===== src/rtl/chronos_pkg.sv =====
// Shared types and constants for the Chronos RV32I front-end.
package chronos_pkg;

  localparam int unsigned XLEN       = 32;
  localparam int unsigned INST_BYTES = 4;

  localparam logic [XLEN-1:0] DEFAULT_RESET_PC = 32'h0000_0000;

  typedef enum logic [1:0] {
    ST_IDLE = 2'd0,
    ST_RUN  = 2'd1,
    ST_HALT = 2'd2,
    ST_TRAP = 2'd3
  } fetch_state_e;

  typedef struct packed {
    logic [XLEN-1:0] pc;
    logic [XLEN-1:0] inst;
  } fetch_entry_t;

endpackage


===== src/rtl/fetch_buf.sv =====
// Shift-register FIFO of {pc, inst} pairs; head is always slot 0 and
// keeps its last value once the buffer drains.
module fetch_buf
  import chronos_pkg::*;
#(
  parameter  int unsigned DEPTH = 2,
  localparam int unsigned CNT_W = $clog2(DEPTH + 1)
) (
  input  logic             clk,
  input  logic             rst,
  input  logic             i_push,
  input  logic             i_pop,
  input  logic             i_flush,
  input  fetch_entry_t     i_din,
  output logic [CNT_W-1:0] o_count,
  output fetch_entry_t     o_head
);

  fetch_entry_t     r_mem [DEPTH];
  fetch_entry_t     w_mem_nxt [DEPTH];
  logic [CNT_W-1:0] r_count;

  // Next storage contents: pop shifts toward slot 0, push fills the first free slot.
  always_comb begin
    w_mem_nxt = r_mem;
    for (int i = 0; i < int'(DEPTH); i++) begin
      if (i_pop) begin
        if (i_push && (CNT_W'(i + 1) == r_count)) begin
          w_mem_nxt[i] = i_din;
        end else if (CNT_W'(i + 1) < r_count) begin
          w_mem_nxt[i] = r_mem[(i < int'(DEPTH) - 1) ? i + 1 : i];
        end
      end else if (i_push && (CNT_W'(i) == r_count)) begin
        w_mem_nxt[i] = i_din;
      end
    end
  end

  // Storage and occupancy; flush empties the buffer but leaves the head visible.
  always_ff @(posedge clk or negedge rst) begin
    if (!rst) begin
      r_count <= '0;
      for (int i = 0; i < int'(DEPTH); i++) begin
        r_mem[i] <= '0;
      end
    end else if (i_flush) begin
      r_count <= '0;
    end else begin
      r_mem <= w_mem_nxt;
      case ({i_push, i_pop})
        2'b10:   r_count <= r_count + CNT_W'(1);
        2'b01:   r_count <= r_count - CNT_W'(1);
        default: r_count <= r_count;
      endcase
    end
  end

  assign o_count = r_count;
  assign o_head  = r_mem[0];

endmodule


===== src/rtl/fetch_stage.sv =====
// Instruction fetch front-end: owns the PC, requests instruction words,
// buffers them and hands them to decode; handles redirects and halt.
module fetch_stage
  import chronos_pkg::*;
#(
  parameter logic [31:0] RESET_PC  = DEFAULT_RESET_PC,
  parameter int unsigned BUF_DEPTH = 2
) (
  input  logic        clk,
  input  logic        rst,
  output logic [31:0] fetch_addr,
  output logic        fetch_req,
  input  logic [31:0] request_data,
  input  logic        fetch_data_valid,
  input  logic        redirect_valid,
  input  logic [31:0] redirect_pc,
  input  logic        halt,
  output logic        inst_valid,
  input  logic        inst_ready,
  output logic [31:0] inst_data,
  output logic [31:0] inst_pc,
  output logic        misalign
);

  localparam int unsigned CNT_W = $clog2(BUF_DEPTH + 1);

  fetch_state_e     r_state;
  logic [XLEN-1:0]  r_pc;
  logic             r_misalign;

  logic [CNT_W-1:0] w_count;
  fetch_entry_t     w_head;
  fetch_entry_t     w_din;
  logic             w_push;
  logic             w_pop;
  logic             w_inst_valid;

  // Request only while running with buffer space; a redirect kills it in-cycle.
  assign fetch_req    = (r_state == ST_RUN) && (w_count < CNT_W'(BUF_DEPTH)) && !redirect_valid;
  assign w_push       = fetch_req && fetch_data_valid;
  assign w_inst_valid = (w_count != '0);
  assign w_pop        = w_inst_valid && inst_ready;
  assign w_din        = '{pc: r_pc, inst: request_data};

  fetch_buf #(
    .DEPTH (BUF_DEPTH)
  ) u_buf (
    .clk     (clk),
    .rst     (rst),
    .i_push  (w_push),
    .i_pop   (w_pop),
    .i_flush (redirect_valid),
    .i_din   (w_din),
    .o_count (w_count),
    .o_head  (w_head)
  );

  // Fetch control FSM with PC and sticky misalign flag; redirect overrides everything.
  always_ff @(posedge clk or negedge rst) begin
    if (!rst) begin
      r_state    <= ST_IDLE;
      r_pc       <= RESET_PC;
      r_misalign <= 1'b0;
    end else if (redirect_valid) begin
      r_pc <= redirect_pc;
      if (redirect_pc[1:0] != 2'b00) begin
        r_misalign <= 1'b1;
        r_state    <= ST_TRAP;
      end else begin
        r_misalign <= 1'b0;
        r_state    <= halt ? ST_HALT : ST_RUN;
      end
    end else begin
      if (w_push) begin
        r_pc <= r_pc + XLEN'(INST_BYTES);
      end
      case (r_state)
        ST_IDLE: r_state <= halt ? ST_HALT : ST_RUN;
        ST_RUN:  if (halt) r_state <= ST_HALT;
        ST_HALT: if (!halt) r_state <= ST_RUN;
        ST_TRAP: r_state <= ST_TRAP;
        default: r_state <= ST_IDLE;
      endcase
    end
  end

  assign fetch_addr = r_pc;
  assign inst_valid = w_inst_valid;
  assign inst_data  = w_head.inst;
  assign inst_pc    = w_head.pc;
  assign misalign   = r_misalign;

endmodule

===== config.mk =====
export PLATFORM = sky130hd
export DESIGN_NAME = fetch_stage
export DESIGN_NICKNAME = d
export VERILOG_FILES = /design/src/rtl/chronos_pkg.sv /design/src/rtl/fetch_buf.sv /design/src/rtl/fetch_stage.sv
export SDC_FILE = /design/constraint.sdc
export NUM_CORES = 1
export LEC_CHECK = 0
export BUFFER_PORTS_ARGS = -buffer_cell sky130_fd_sc_hd__buf_4
export CAP_MARGIN = 0
export CORE_MARGIN = 4
export CORE_UTILIZATION = 55
export DETAILED_ROUTE_END_ITERATION = 12
export HOLD_SLACK_MARGIN = 0.03
export PLACE_DENSITY = 0.8
export RECOVER_POWER = 25
export SLEW_MARGIN = 5
export SYNTH_ARGS = -nofsm -noshare
export SYNTH_HDL_FRONTEND = slang
export SYNTH_SLANG_ARGS = --single-unit

===== constraint.sdc =====
create_clock -name clk -period 4 [get_ports clk]
set_input_delay 0.2 -clock clk [delete_from_list [all_inputs] [get_ports clk]]
set_output_delay 0.2 -clock clk [all_outputs]
set_load 0.03 [all_outputs]

---- Word level (Yosys, flattened, before mapping) ----
Index checks and enable logic that the tools add are counted.
W data, S select, Z words.
operators by class
  add/subtract/negate cells ............... 3
  $lt $le $gt $ge ......................... 2
  equal/unequal tests ..................... 11
  multiplexer cells ....................... 18
  bitwise logic cells ..................... 1
  reductions and logical operators ........ 19
operator list
  kind                     count
  $mux W64                 7
  $mux W32                 2
  $add A32 B3 Y32 const B  1
  $mux W2                  6
  $reduce_bool A2 Y1       5
  $ne A3 B3 Y1 const B     3
  $pmux W2 S4              1
  $logic_and A1 B1 Y1      7
  $eq A2 B2 Y1 const B     3
  $reduce_and A3 Y1        2
  $eq A2 B1 Y1 const B     2
  $logic_not A2 Y1         2
  $pmux W2 S2              1
  $reduce_bool A3 Y1       1
  $add A2 B1 Y2 const B    1
  $eq A1 B2 Y1 const A     1
  $eq A2 B2 Y1 const A     1
  $lt A1 B2 Y1 const A     1
  $lt A2 B2 Y1 const B     1
  $ne A2 B2 Y1 const B     1
  $reduce_and A2 Y1        1
  $sub A2 B1 Y2 const B    1
  $logic_not A1 Y1         1
  $mux W1                  1
  $not A1 Y1               1
storage, ports and cells
  flip-flop bits (word level) ............. 165
  output and inout bits ................... 99
  word-level logic and storage cells ...... 62

---- Depth between registers and ports, before layout ----
Gate-level depths: netlist of run 1.
  depth in word-level cells ............... 7
  mapped depth ............................ 10

---- Modules after synthesis ----
From an unflattened synthesis of run 1, not the netlist that was laid out.
second synthesis, totals
  cells, all modules ...................... 664
  area total of the unflattened synthesis .. 8265.4 um^2
by module, submodules not included
  module       instances  cells each  area each (um^2)
  fetch_buf    1          427         6203.4
  fetch_stage  1          237         2062.0

---- Worst setup path before layout of run 1 ----
OpenSTA, ideal clock, no wires.
  path type ............................... flip-flop to flip-flop
  from .................................... register u_buf.r_count[1] (netlist: u_buf.o_count[1])
  to ...................................... register u_buf.r_mem[35] (netlist name)
  library setup time ...................... 125 ps
  arrival time ............................ 2017 ps
  setup slack ............................. 1858 ps
  cell stages (with the launch flop) ...... 6
  path buffers ............................ 1
  period minus slack after synthesis ...... 2142 ps
  cells stage by stage .................... dfrtp_1 nor4b_4 nand2_4 nor2_4 buf_2 mux2_2
on the way
  longest elaborated chain between the ends .. 7
RTL lines
  item                                                                        line                              source
  start: declaration                                                          fetch_buf.sv:21                   logic [CNT_W-1:0] r_count;
  start signal: assignment                                                    fetch_buf.sv:51                   2'b10: r_count <= r_count + CNT_W'(1);
  start signal: assignment                                                    fetch_buf.sv:52                   2'b01: r_count <= r_count - CNT_W'(1);
  start signal: assignment                                                    fetch_buf.sv:53                   default: r_count <= r_count;
  $lt A2 B2 Y1 (*)                                                            fetch_stage.sv:39                 assign fetch_req = (r_state == ST_RUN) && (w_count < CNT_W'(BUF_DEPTH)) && !redirect_valid;
  $logic_and A1 B1 Y1 (*) (2 in series)                                       fetch_stage.sv:39
  via fetch_req                                                               fetch_stage.sv:12                 output logic fetch_req,
  $logic_and A1 B1 Y1 (*)                                                     fetch_stage.sv:40                 assign w_push = fetch_req && fetch_data_valid;
  $logic_and A1 B1 Y1, on equally long branches                               fetch_buf.sv:28, fetch_buf.sv:33
  $ne A2 B2 Y1 (no source line) / $reduce_bool A2 Y1 (equally long branches)  n/a
  $reduce_and A3 Y1 (no source line) (*)                                      n/a
  end signal: assignment                                                      fetch_buf.sv:49                   r_mem <= w_mem_nxt;
  end: declaration                                                            fetch_buf.sv:19                   fetch_entry_t r_mem [DEPTH];
The timed path passes the listed nets; every way through them passes the cells marked *.
A chain may end at the register's enable or synchronous reset.

---- Final worst setup path of run 1 ----
  from .................................... register u_buf.r_count[1] (netlist: u_buf.o_count[1])
  to ...................................... register u_buf.r_mem, in the netlist u_buf.o_head[39]
on the way
  longest elaborated chain between the ends .. 7
RTL lines
  item                                                                   line
  $lt A2 B2 Y1                                                           fetch_stage.sv:39
  $logic_and A1 B1 Y1 (2 in series)                                      fetch_stage.sv:39
  $logic_and A1 B1 Y1                                                    fetch_stage.sv:40
  $logic_and A1 B1 Y1, on equally long branches                          fetch_buf.sv:28, fetch_buf.sv:33
  $ne A3 B3 Y1 (no source line) (tied with other cells)                  n/a
  $reduce_and A3 Y1 (no source line) / $mux W64 (equally long branches)  n/a
Several ways; a longest one is shown, not always the timed one.

==> reports/metrics.csv, run 1 <==
metric;value;unit
status;finished with violations;
failing checks;capacitance limit, slew limit;
Hold WC Path Type;in2reg;
height of the die;131;um
syn_nets;843;
Worst Hold Launch;redirect_pc[15];
Num CTS Buffers;17;
clock power share;25.2;%
RePlAce Congestion;0.790;
first drt pass iteration count;5;
Post-synth EDFFs;0;
clock latency on the worst-skew pair;0.42;ns
Setup violations, final;0;
setup TNS;0;ns
Max IR drop VDD;0.399;mV
Inst Count DP;989;
first-pass GRT wire length;31.4;mm
type of the worst setup path;reg2reg;
Main synth FF type;dfrtp_1;
grt ovf;0;
Post-Place Setup Slack;1.18;ns
Die X;131;um
warnings from Yosys;0;
Cell Rows;44;
clock tree buffer depth;2;
# diodes;0;
Layout area overhead;19.3;%
Post-Synthesis Cells;769;
total power divided by cell area;664;nW/um2
unrepaired setup endpoints after global routing;false;
share of cells above drive strength 1;22.8;%
hold depth;3;
Final min period;2.85;ns
MaxCap Viol Count;1;
worst r2r src;u_buf.o_count[1];
Worst-Margin Slew;2.63;ns
DP Area;8960;um2
top post-synthesis cells by count;dfrtp_1 (165), buf_4 (98), nor2_1 (81), a21oi_1 (69), mux2i_1 (67);
initial detailed-routing violation count;459;
CTS tree;built;
Rel. slew slack;-75.5;%
internal power;4.08;mW
Crit path required time;4.34;ns
Worst setup SP type;register;
Clock Sinks;165;
DR vias/cell;5.67;
Pleak;4.88;nW
Top Ports;169;
nets@finish;959;
antenna violations before repair;0;
initial core utilization;56.8;%
Max FO, Critical Path;28;
worst r2r dst;u_buf.o_head[39];
H-tree depth;4;
Avg WL per Cell;18.0;um
non-filler cells, final;1082;
Die ar.;17100;um2
Switching Fraction;38.1;%
final-report max-slew violation count;106;
Hold EP;fetch_addr[15];
combinational power share;34.7;%
Yosys cell types;46;
post-synth top area share;49.7;%
Fin. Hold Viols;0;
slack of the critical path;1.15;ns
syn_area_per_cell;10.8;um2
Post-Synthesis Cell Area;8310;um2
filler instances;1116;
Synth area leaders;dfrtp_1 (50%), buf_4 (8.9%), mux2_2 (8.3%);
#FFs+latches synth;165;
largest net degree at the start of global routing;107;
FF-to-FF path depth;8;
Via Count;6133;
Peak Freq;350;MHz
Detailed Route WL;19.5;mm
Seq pwr share;40.1;%
Synth async-reset ratio;100;%
drt drc;0;
GRT Util Overall;23.3;%
final worst path period share;71.4;%
NetSw;2.51;mW
IO buf count;168;
vias in the first global route;6235;
crit path DAT;3.19;ns
setup slack, reg-to-reg;1.15;ns
area of the core;14600;um2
most common cell in the netlist;dfrtp_1;
crit path capture type;register;
Clock Pin Slew Worst Setup and Hold Paths;0.06;ns
worst hold slack;0.0481;ns
DRT antenna net count;0;
Final Skew;0.00560;ns
final instance area;9920;um2
post-synth top area cell;dfrtp_1;
register area share after synthesis;49.7;%
HPWL after detailed placement;12.0;mm
root buffer cell;clkbuf_16;
## power by group through the flow
stage,clock network (mW),registers (mW),logic (mW)
3_3_place_gp,0,2.64,2.44
6_report,1.66,2.64,2.29
5_1_grt,1.77,2.72,2.47
2_1_floorplan,0,2.53,2.22
3_5_place_dp,0,2.66,2.51
4_1_cts,1.69,2.64,2.57
## timing repair
item                       in CTS  in global routing
resized for setup               0                  0
buffers inserted                0                  0
hold endpoints to repair      166                  0
setup endpoints to repair       0                  0
hold buffers                   61                  0
## area by class of cell
class	instances	area, um2	share of cell area, %
Clock inverter	8	123	1.24
Multi-Input combinational cell	456	3210	32.3
Inverter	10	37.5	0.378
Sequential cell	165	4130	41.6
Tap cell	184	230	2.32
Timing Repair Buffer	235	1710	17.2
Clock buffer	24	482	4.86
## cell families (layout without fill, tap and decap cells)
| kind of cell | count (synthesis) | in the layout | share of synthesized area (%) |
|---|---|---|---|
| AOI/OAI and AO/OA | 129 | 129 | 9.42 |
| xor gates and xnor gates | 2 | 2 | 0.211 |
| adders and majority gates | 4 | 4 | 0.602 |
| buffers and inverters | 148 | 277 | 12.0 |
| DFF | 165 | 165 | 49.7 |
| muxes | 133 | 133 | 17.0 |
| and+or+nand+nor | 188 | 188 | 11.0 |
## cells in the final DEF, fill, tap and decap left out, drive strengths merged, types with 7 or more instances in the layout
cell type / count
nor2: 82
mux2i: 67
dlygate4sd3: 61
o211ai: 13
o311ai: 9
a21oi: 69
buf: 104
clkbuf: 94
nand2: 39
mux2: 66
inv: 10
nand4: 10
o21ai: 17
nand3: 21
dfrtp: 165
and3: 7
## worst max-delay path by stage
stage,start,to,depth (start not counted)
2_1_floorplan,u_buf.o_count[1],u_buf.r_mem[35],5
4_1_cts,u_buf.o_count[1],u_buf.o_head[57],8
3_5_place_dp,u_buf.o_count[1],u_buf.o_head[57],8
3_3_place_gp,u_buf.o_count[1],u_buf.o_head[46],8
6_report,u_buf.o_count[1],u_buf.o_head[39],8
5_1_grt,rst,u_buf.r_mem[63],2
## per-stage QoR
step	total power, mW	utilization, %
2_1_floorplan	4.76	-
3_3_place_gp	5.08	61.2
3_5_place_dp	5.17	61.2
4_1_cts	6.90	69.5
5_1_grt	6.95	67.7
6_report	6.59	67.7
## worst max-delay path: stages, from the launching register on
cell	delay (ns)
dfrtp_1	0.44
inv_1	0.09
ha_1	0.21
nor2b_1	0.46
nand3_1	0.22
a31oi_4	0.70
buf_4	0.41
nor2_1	0.09
a21oi_1	0.14
## layer usage
layer | vias up | GRT usage (%) | share of wire (%)
met3 | 41 | 5.57 | 6.4
met4 | 0 | 9.86 | 2.7
li1 | 2843 | - | -
met5 | - | 0 | 0
met2 | 222 | 38.7 | 50
met1 | 3027 | 29.1 | 41
## flip-flops by register name, summed over array words and instances, names as in the netlist
signal	flops
u_buf.o_count	2
r_state	2
u_buf.o_head	64
u_buf.r_mem	64
misalign	1
fetch_addr	32
Note: power is estimated with default switching activity, not from simulation.
==> run 2, diff against run 1 <==
- ABC_AREA: default -> 1
- CORE_UTILIZATION: 55 -> 51
- PLACE_DENSITY: 0.8 -> 0.77
- clock period: 4 -> 2.4 ns (I/O delays scaled with it)
==> run 2 against run 1 <==
Against the previous run: the run now ends clean; largest power group unchanged; critical path type unchanged; synthesized area grew 10%; synthesized cell count grew 59%; via count rose by 31%; flip-flop and latch count unchanged; utilization down 4.3 points; sequential power is 72% higher; clock skew about the same.
==> reports/metrics.csv, run 2 <==
metric;value;unit;change
first drt pass iteration count;5;;unchanged
DR vias/cell;5.13;;-9.4%
H-tree depth;4;;unchanged
clock latency on the worst-skew pair;0.42;ns;about the same
Rel. slew slack;6.38;%;+82 points
Via Count;8035;;+31%
clock tree buffer depth;2;;unchanged
Worst setup SP type;register;;
M3 GR Usage;4.17;%;-1.4 points
antenna violations before repair;0;;unchanged
Num CTS Buffers;17;;unchanged
HPWL after detailed placement;15.8;mm;+32%
Final min period;2.19;ns;-0.666 ns
Crit path required time;2.71;ns;-1.63 ns
share of cells above drive strength 1;17.2;%;-5.6 points
Layout area overhead;20.7;%;
Fin. Hold Viols;0;;unchanged
initial core utilization;52.5;%;-4.2 points
Top Ports;169;;unchanged
Die ar.;20200;um2;+18%
Avg WL per Cell;15.2;um;-16%
final-report max-slew violation count;0;;-100%
unrepaired setup endpoints after global routing;false;;
combinational power share;37.8;%;+3.1 points
Seq pwr share;39.1;%;-1.0 points
post-synth top area share;45.0;%;-4.7 points
#FFs+latches synth;165;;unchanged
syn_area_per_cell;7.50;um2;-31%
Cell Rows;48;;+9.1%
Switching Fraction;39.2;%;+1.0 points
largest net degree at the start of global routing;71;;-34%
nets@finish;1402;;+46%
height of the die;142;um;+8.6%
Max IR drop VDD;0.747;mV;+87%
vias in the first global route;7766;;+25%
crit path capture type;register;;
IO buf count;168;;unchanged
most common cell in the netlist;nand2_1;;
setup TNS;0;ns;unchanged
crit path DAT;2.50;ns;-0.69 ns
MaxCap Viol Count;0;;-1
Die X;142;um;+8.6%
Synth area leaders;dfrtp_1 (45%), nand2_1 (17%), buf_4 (9.2%);;
warnings from Yosys;0;;unchanged
Setup Fix Bufs, Post-CTS;0;;unchanged
RePlAce Congestion;0.905;;+15%
Synth async-reset ratio;100;%;unchanged
internal power;7.07;mW;+73%
top post-synthesis cells by count;nand2_1 (426), dfrtp_1 (165), nand3_1 (160), buf_4 (112), inv_1 (100);;
Detailed Route WL;23.8;mm;+22%
syn_nets;1298;;+54%
DRT antenna net count;0;;unchanged
CTS tree;built;;
NetSw;4.55;mW;+81%
global routing's busiest layer;met2;;
met2 global-route usage;38.4;%;-0.32 points
type of the worst setup path;reg2reg;;
most frequent cells in the layout;nand2_1 (425), buf_4 (173), dfrtp_1 (165);;
status;complete, no violations;;
clock power share;23.1;%;-2.1 points
Peak Freq;457;MHz;+30%
Post-Synthesis Cells;1224;;+59%
initial detailed-routing violation count;739;;+61%
area of the core;17500;um2;+19%
most common cell after layout, fill and taps aside;nand2_1;;
Final Skew;0.00606;ns;+0.000459 ns
Pleak;5.81;nW;+19%
GRT Util Overall;24.2;%;+0.98 points
drt drc;0;;unchanged
Setup violations, final;0;;unchanged
Clock Sinks;165;;unchanged
root buffer cell;clkbuf_16;;
final worst path period share;91.2;%;+20 points
Hold WC Path Type;in2reg;;
Main synth FF type;dfrtp_1;;
Post-Synthesis Cell Area;9180;um2;+10%
# diodes;0;;unchanged
M1 GR Usage;33.9;%;+4.8 points
Worst-Margin Slew;1.40;ns;-1.23 ns
Post-synth EDFFs;0;;unchanged
Max FO, Critical Path;33;;+18%
first-pass GRT wire length;39.8;mm;+27%
register area share after synthesis;45.0;%;-4.7 points
total power divided by cell area;1050;nW/um2;+58%
post-synth top area cell;dfrtp_1;;
Yosys cell types;34;;-26%
Clock Pin Slew Worst Setup and Hold Paths;0.06;ns;about the same
Power, Total;11.6;mW;+76%
grt ovf;0;;unchanged
## run 2: kinds of logic (layout without fill, tap and decap cells)
| group | Yosys count | after routing | share of synthesized area, % |
|---|---|---|---|
| buf+inv | 265 | 381 | 16.3 |
| xor+xnor | 11 | 11 | 1.05 |
| flops | 165 | 165 | 45.0 |
| simple gates | 667 | 667 | 30.5 |
| fa+ha+maj | 4 | 4 | 0.545 |
| compound gates | 112 | 112 | 6.68 |
## run 2: worst paths after layout
kind	startpoint	slack [ns]	endpoint	cells past startpoint
max reg2reg	r_state[1]	0.21	u_buf.o_head[30]	9
max in group asynchronous	rst	0.87	u_buf.o_head[62]	3
min in group asynchronous	rst	0.56	u_buf.r_mem[36]	2
max	r_state[1]	0.21	u_buf.o_head[30]	9
min	redirect_pc[12]	0.06	fetch_addr[12]	4
min reg2reg	u_buf.o_head[23]	0.47	u_buf.o_head[23]	2
## run 2: layout make-up
cell class / count / area, um2
inverters: 103 / 387
clock inverters: 7 / 70.1
well taps: 225 / 282
fillers: 1489 / 6400
repair buffers: 247 / 2120
clock buffers: 24 / 512
flip-flops and latches: 165 / 4130
multi-input cells: 794 / 3580
## run 2: through the flow
| stage | worst slack [ns] | cells | cell area, um2 | utilization [%] | hold slack (ns) |
|---|---|---|---|---|---|
| floorplan | 0.504 | 1224 | 9180 | - | -0.176 |
| global placement | 0.291 | 1472 | 9880 | 56.5 | 0.101 |
| detailed placement | 0.178 | 1472 | 9880 | 56.5 | 0.103 |
| CTS | 0.179 | 1565 | 11100 | 63.4 | 0.0451 |
| global route | 0.0531 | 1565 | 11100 | 63.4 | 0.0498 |
| finish | 0.211 | 1565 | 11100 | 63.4 | 0.0584 |
## run 2: routing by layer
layer	vias up	share of wire [%]
li1	3978	-
met1	3700	43
met2	327	47
met3	30	7.7
met4	0	2.0
met5	-	0
## run 2: power by group through the flow
stage               registers (mW)  clock network (mW)  logic, mW
CTS                           4.53                2.72       4.44
global route                  4.69                2.85       4.86
detailed placement            4.57                   0       4.33
floorplan                     4.37                   0       3.64
global placement              4.54                   0       4.23
finish                        4.54                2.68       4.40
## run 2: worst max-delay path, stage by stage, from the launching register on
cell and delay [ns]:
dfrtp_1 0.43, inv_1 0.10, nand2_1 0.08, nor2_1 0.22
nand4_4 0.53, buf_12 0.40, nand3_1 0.08, nand2_1 0.07
nand3_1 0.10, nand2_1 0.06
## run 2: repair_timing
item / in CTS / in global routing
endpoints found under the setup margin: 0 / 39
gates resized for setup: 0 / 1
hold buffers: 62 / 0
endpoints found under the hold margin: 123 / 0
==> run 3, diff against run 2 <==
- CORE_UTILIZATION: 51 -> 55
- CTS_BUF_LIST: default -> sky130_fd_sc_hd__clkbuf_16
- PLACE_DENSITY: 0.77 -> 0.79
- clock period: 2.4 -> 2.5 ns (I/O delays scaled with it)
==> run 3 against run 2 <==
Against the previous run: the run now ends with capacitance limit, slew limit left; via count rose by 1.1%; sequential power down 4%; setup slack better by 0.084 ns; flip-flop and latch count stayed put; cell count down 0.45%; hold slack lost 0.014 ns; routed wire length increased by 1.7%; register-to-register slack better by 0.08 ns; first-iteration DRC count increased by 19%; fmax down 0.74%; die area fell by 6.9%; cell area shrank 0.14%; critical path type unchanged; critical endpoint is now u_buf.r_mem[50]; largest cell class unchanged; highest routed layer unchanged.
==> reports/metrics.csv, run 3 (same netlist as run 2, synthesis figures left out) <==
metric;value;unit;change
status;finished with violations;;
failing checks;capacitance limit, slew limit;;
GRT Util Overall;26.5;%;+2.3 points
DRT antenna net count;0;;unchanged
Rel. slew slack;-7.45;%;-14 points
Seq pwr share;38.8;%;-0.3 points
Setup Fix Bufs, Post-CTS;0;;unchanged
initial detailed-routing violation count;881;;+19%
Final Skew;0.00948;ns;+0.00341 ns
grt ovf;0;;unchanged
crit path capture type;register;;
Clock Pin Slew Worst Setup and Hold Paths;0.06;ns;about the same
final worst path period share;88.2;%;-3.0 points
Crit path required time;2.84;ns;+0.13 ns
worst hold slack;0.0440;ns;-0.0144 ns
Detailed Route WL;24.2;mm;+1.7%
clock tree buffer depth;2;;unchanged
Hold WC Path Type;in2reg;;
vias in the first global route;7802;;+0.46%
Worst setup SP type;register;;
Power, Total;11.3;mW;-2.7%
# diodes;0;;unchanged
Max IR drop VDD;0.561;mV;-25%
nets@finish;1403;;+0.071%
first drt pass iteration count;6;;+1
clock power share;24.0;%;+0.9 points
Setup violations, final;0;;unchanged
Switching Fraction;38.9;%;-0.22 points
IO buf count;168;;unchanged
CTS tree;built;;
Multi-input gate area;3580;um2;unchanged
most common cell after layout, fill and taps aside;nand2_1;;
final-report max-slew violation count;30;;+30
MaxCap Viol Count;1;;+1
crit path DAT;2.55;ns;+0.05 ns
Max FO, Critical Path;64;;+94%
Pleak;5.82;nW;+0.19%
Worst-Margin Slew;1.61;ns;+0.207 ns
RePlAce Congestion;0.912;;+0.72%
Cell Rows;46;;-4.2%
HPWL after detailed placement;15.8;mm;+0.24%
Fin. Hold Viols;0;;unchanged
most frequent cells in the layout;nand2_1 (425), buf_4 (178), dfrtp_1 (165);;
Clock Sinks;165;;unchanged
Final min period;2.20;ns;+0.0164 ns
NetSw;4.41;mW;-3.2%
antenna violations before repair;0;;unchanged
Avg WL per Cell;15.5;um;+2.2%
first-pass GRT wire length;39.4;mm;-0.95%
area of the core;16100;um2;-7.8%
initial core utilization;57.0;%;+4.4 points
type of the worst setup path;reg2reg;;
root buffer cell;clkbuf_16;;
filler instances;1307;;-12%
setup TNS;0;ns;unchanged
drt drc;0;;unchanged
clock latency on the worst-skew pair;0.42;ns;about the same
Peak Freq;454;MHz;-0.74%
non-filler cells, final;1558;;-0.45%
H-tree depth;4;;unchanged
share of cells above drive strength 1;17.1;%;-0.10 points
total power divided by cell area;1020;nW/um2;-2.5%
Die ar.;18800;um2;-6.9%
Post-Place Setup Slack;0.331;ns;+0.154 ns
unrepaired setup endpoints after global routing;false;;
height of the die;137;um;-3.5%
largest net degree at the start of global routing;65;;-8.5%
DR vias/cell;5.22;;+1.6%
Top Ports;169;;unchanged
Inst Count DP;1465;;-0.48%
internal power;6.91;mW;-2.3%
Die X;137;um;-3.5%
slack of the critical path;0.295;ns;+0.0836 ns
FF+latch area;4130;um2;unchanged
Layout area overhead;20.5;%;
combinational power share;37.2;%;-0.6 points
Num CTS Buffers;17;;unchanged
Via Count;8127;;+1.1%
-- run 3: changes by cell type in the layout (fill, tap and decap cells not counted), sizes merged --
cell         before  now
clkbuf           26   19
clkinv            2    7
bufinv            1    4
buf             183  185
clkinvlp          4    2
inv             103  105
dlygate4sd3      62   61
-- run 3: per-stage QoR --
| stage | util [%] | area [um2] |
|---|---|---|
| after floorplan | - | 9180 |
| after global placement | 61.2 | 9860 |
| after detailed placement | 61.2 | 9860 |
| after CTS | 68.8 | 11100 |
| after global routing | 68.6 | 11100 |
| final | 68.6 | 11100 |
-- run 3: worst paths after layout --
path                             startpoint          endpoint  slack [ns]  depth (start not counted)
setup / recovery           u_buf.o_count[1]   u_buf.r_mem[50]        0.30                          9
hold / removal               redirect_pc[3]     fetch_addr[3]        0.04                          3
setup reg to reg           u_buf.o_count[1]   u_buf.r_mem[50]        0.30                          9
hold reg to reg            u_buf.o_head[42]  u_buf.o_head[42]        0.47                          2
max in group asynchronous               rst  u_buf.o_head[58]        0.56                          3
min in group asynchronous               rst     fetch_addr[4]        0.65                          2
-- run 3: power groups by stage --
stage	clock, mW	sequential [mW]	combinational (mW)
after floorplan	0	4.19	3.50
after global placement	0	4.35	4.05
after detailed placement	0	4.39	4.13
after CTS	2.75	4.36	4.24
after global routing	2.88	4.49	4.65
final	2.72	4.38	4.21
-- run 3: critical path: stages, from the launching register on --
cell and delay, ns:
dfrtp_1 0.44, inv_2 0.15, ha_1 0.20, inv_1 0.06, nand2_1 0.25, nor2_1 0.12
a211oi_4 0.33, buf_12 0.31, nor2_1 0.09, a21oi_1 0.14
-- run 3: repair_timing --
item                                   in CTS  in global routing
endpoints found under the hold margin     160                  0
gates resized for setup                     0                  0
hold buffers                               61                  0
-- run 3: routing by layer --
metal | share of wire [%] | global-route usage (%)
met5 | 0 | 0
met4 | 2.4 | 8.98
met3 | 7.5 | 5.00
met2 | 48 | 43.6
met1 | 42 | 35.5
-- run 3: cell type report --
| cell class | instances | share of cell area, % |
|---|---|---|
| Timing Repair Buffer | 248 | 18.9 |
| Clock inverter | 15 | 1.69 |
| Clock buffer | 17 | 3.85 |
| Tap cell | 216 | 2.44 |
| Inverter | 103 | 3.49 |
| Sequential cell | 165 | 37.3 |
| Multi-Input combinational cell | 794 | 32.3 |
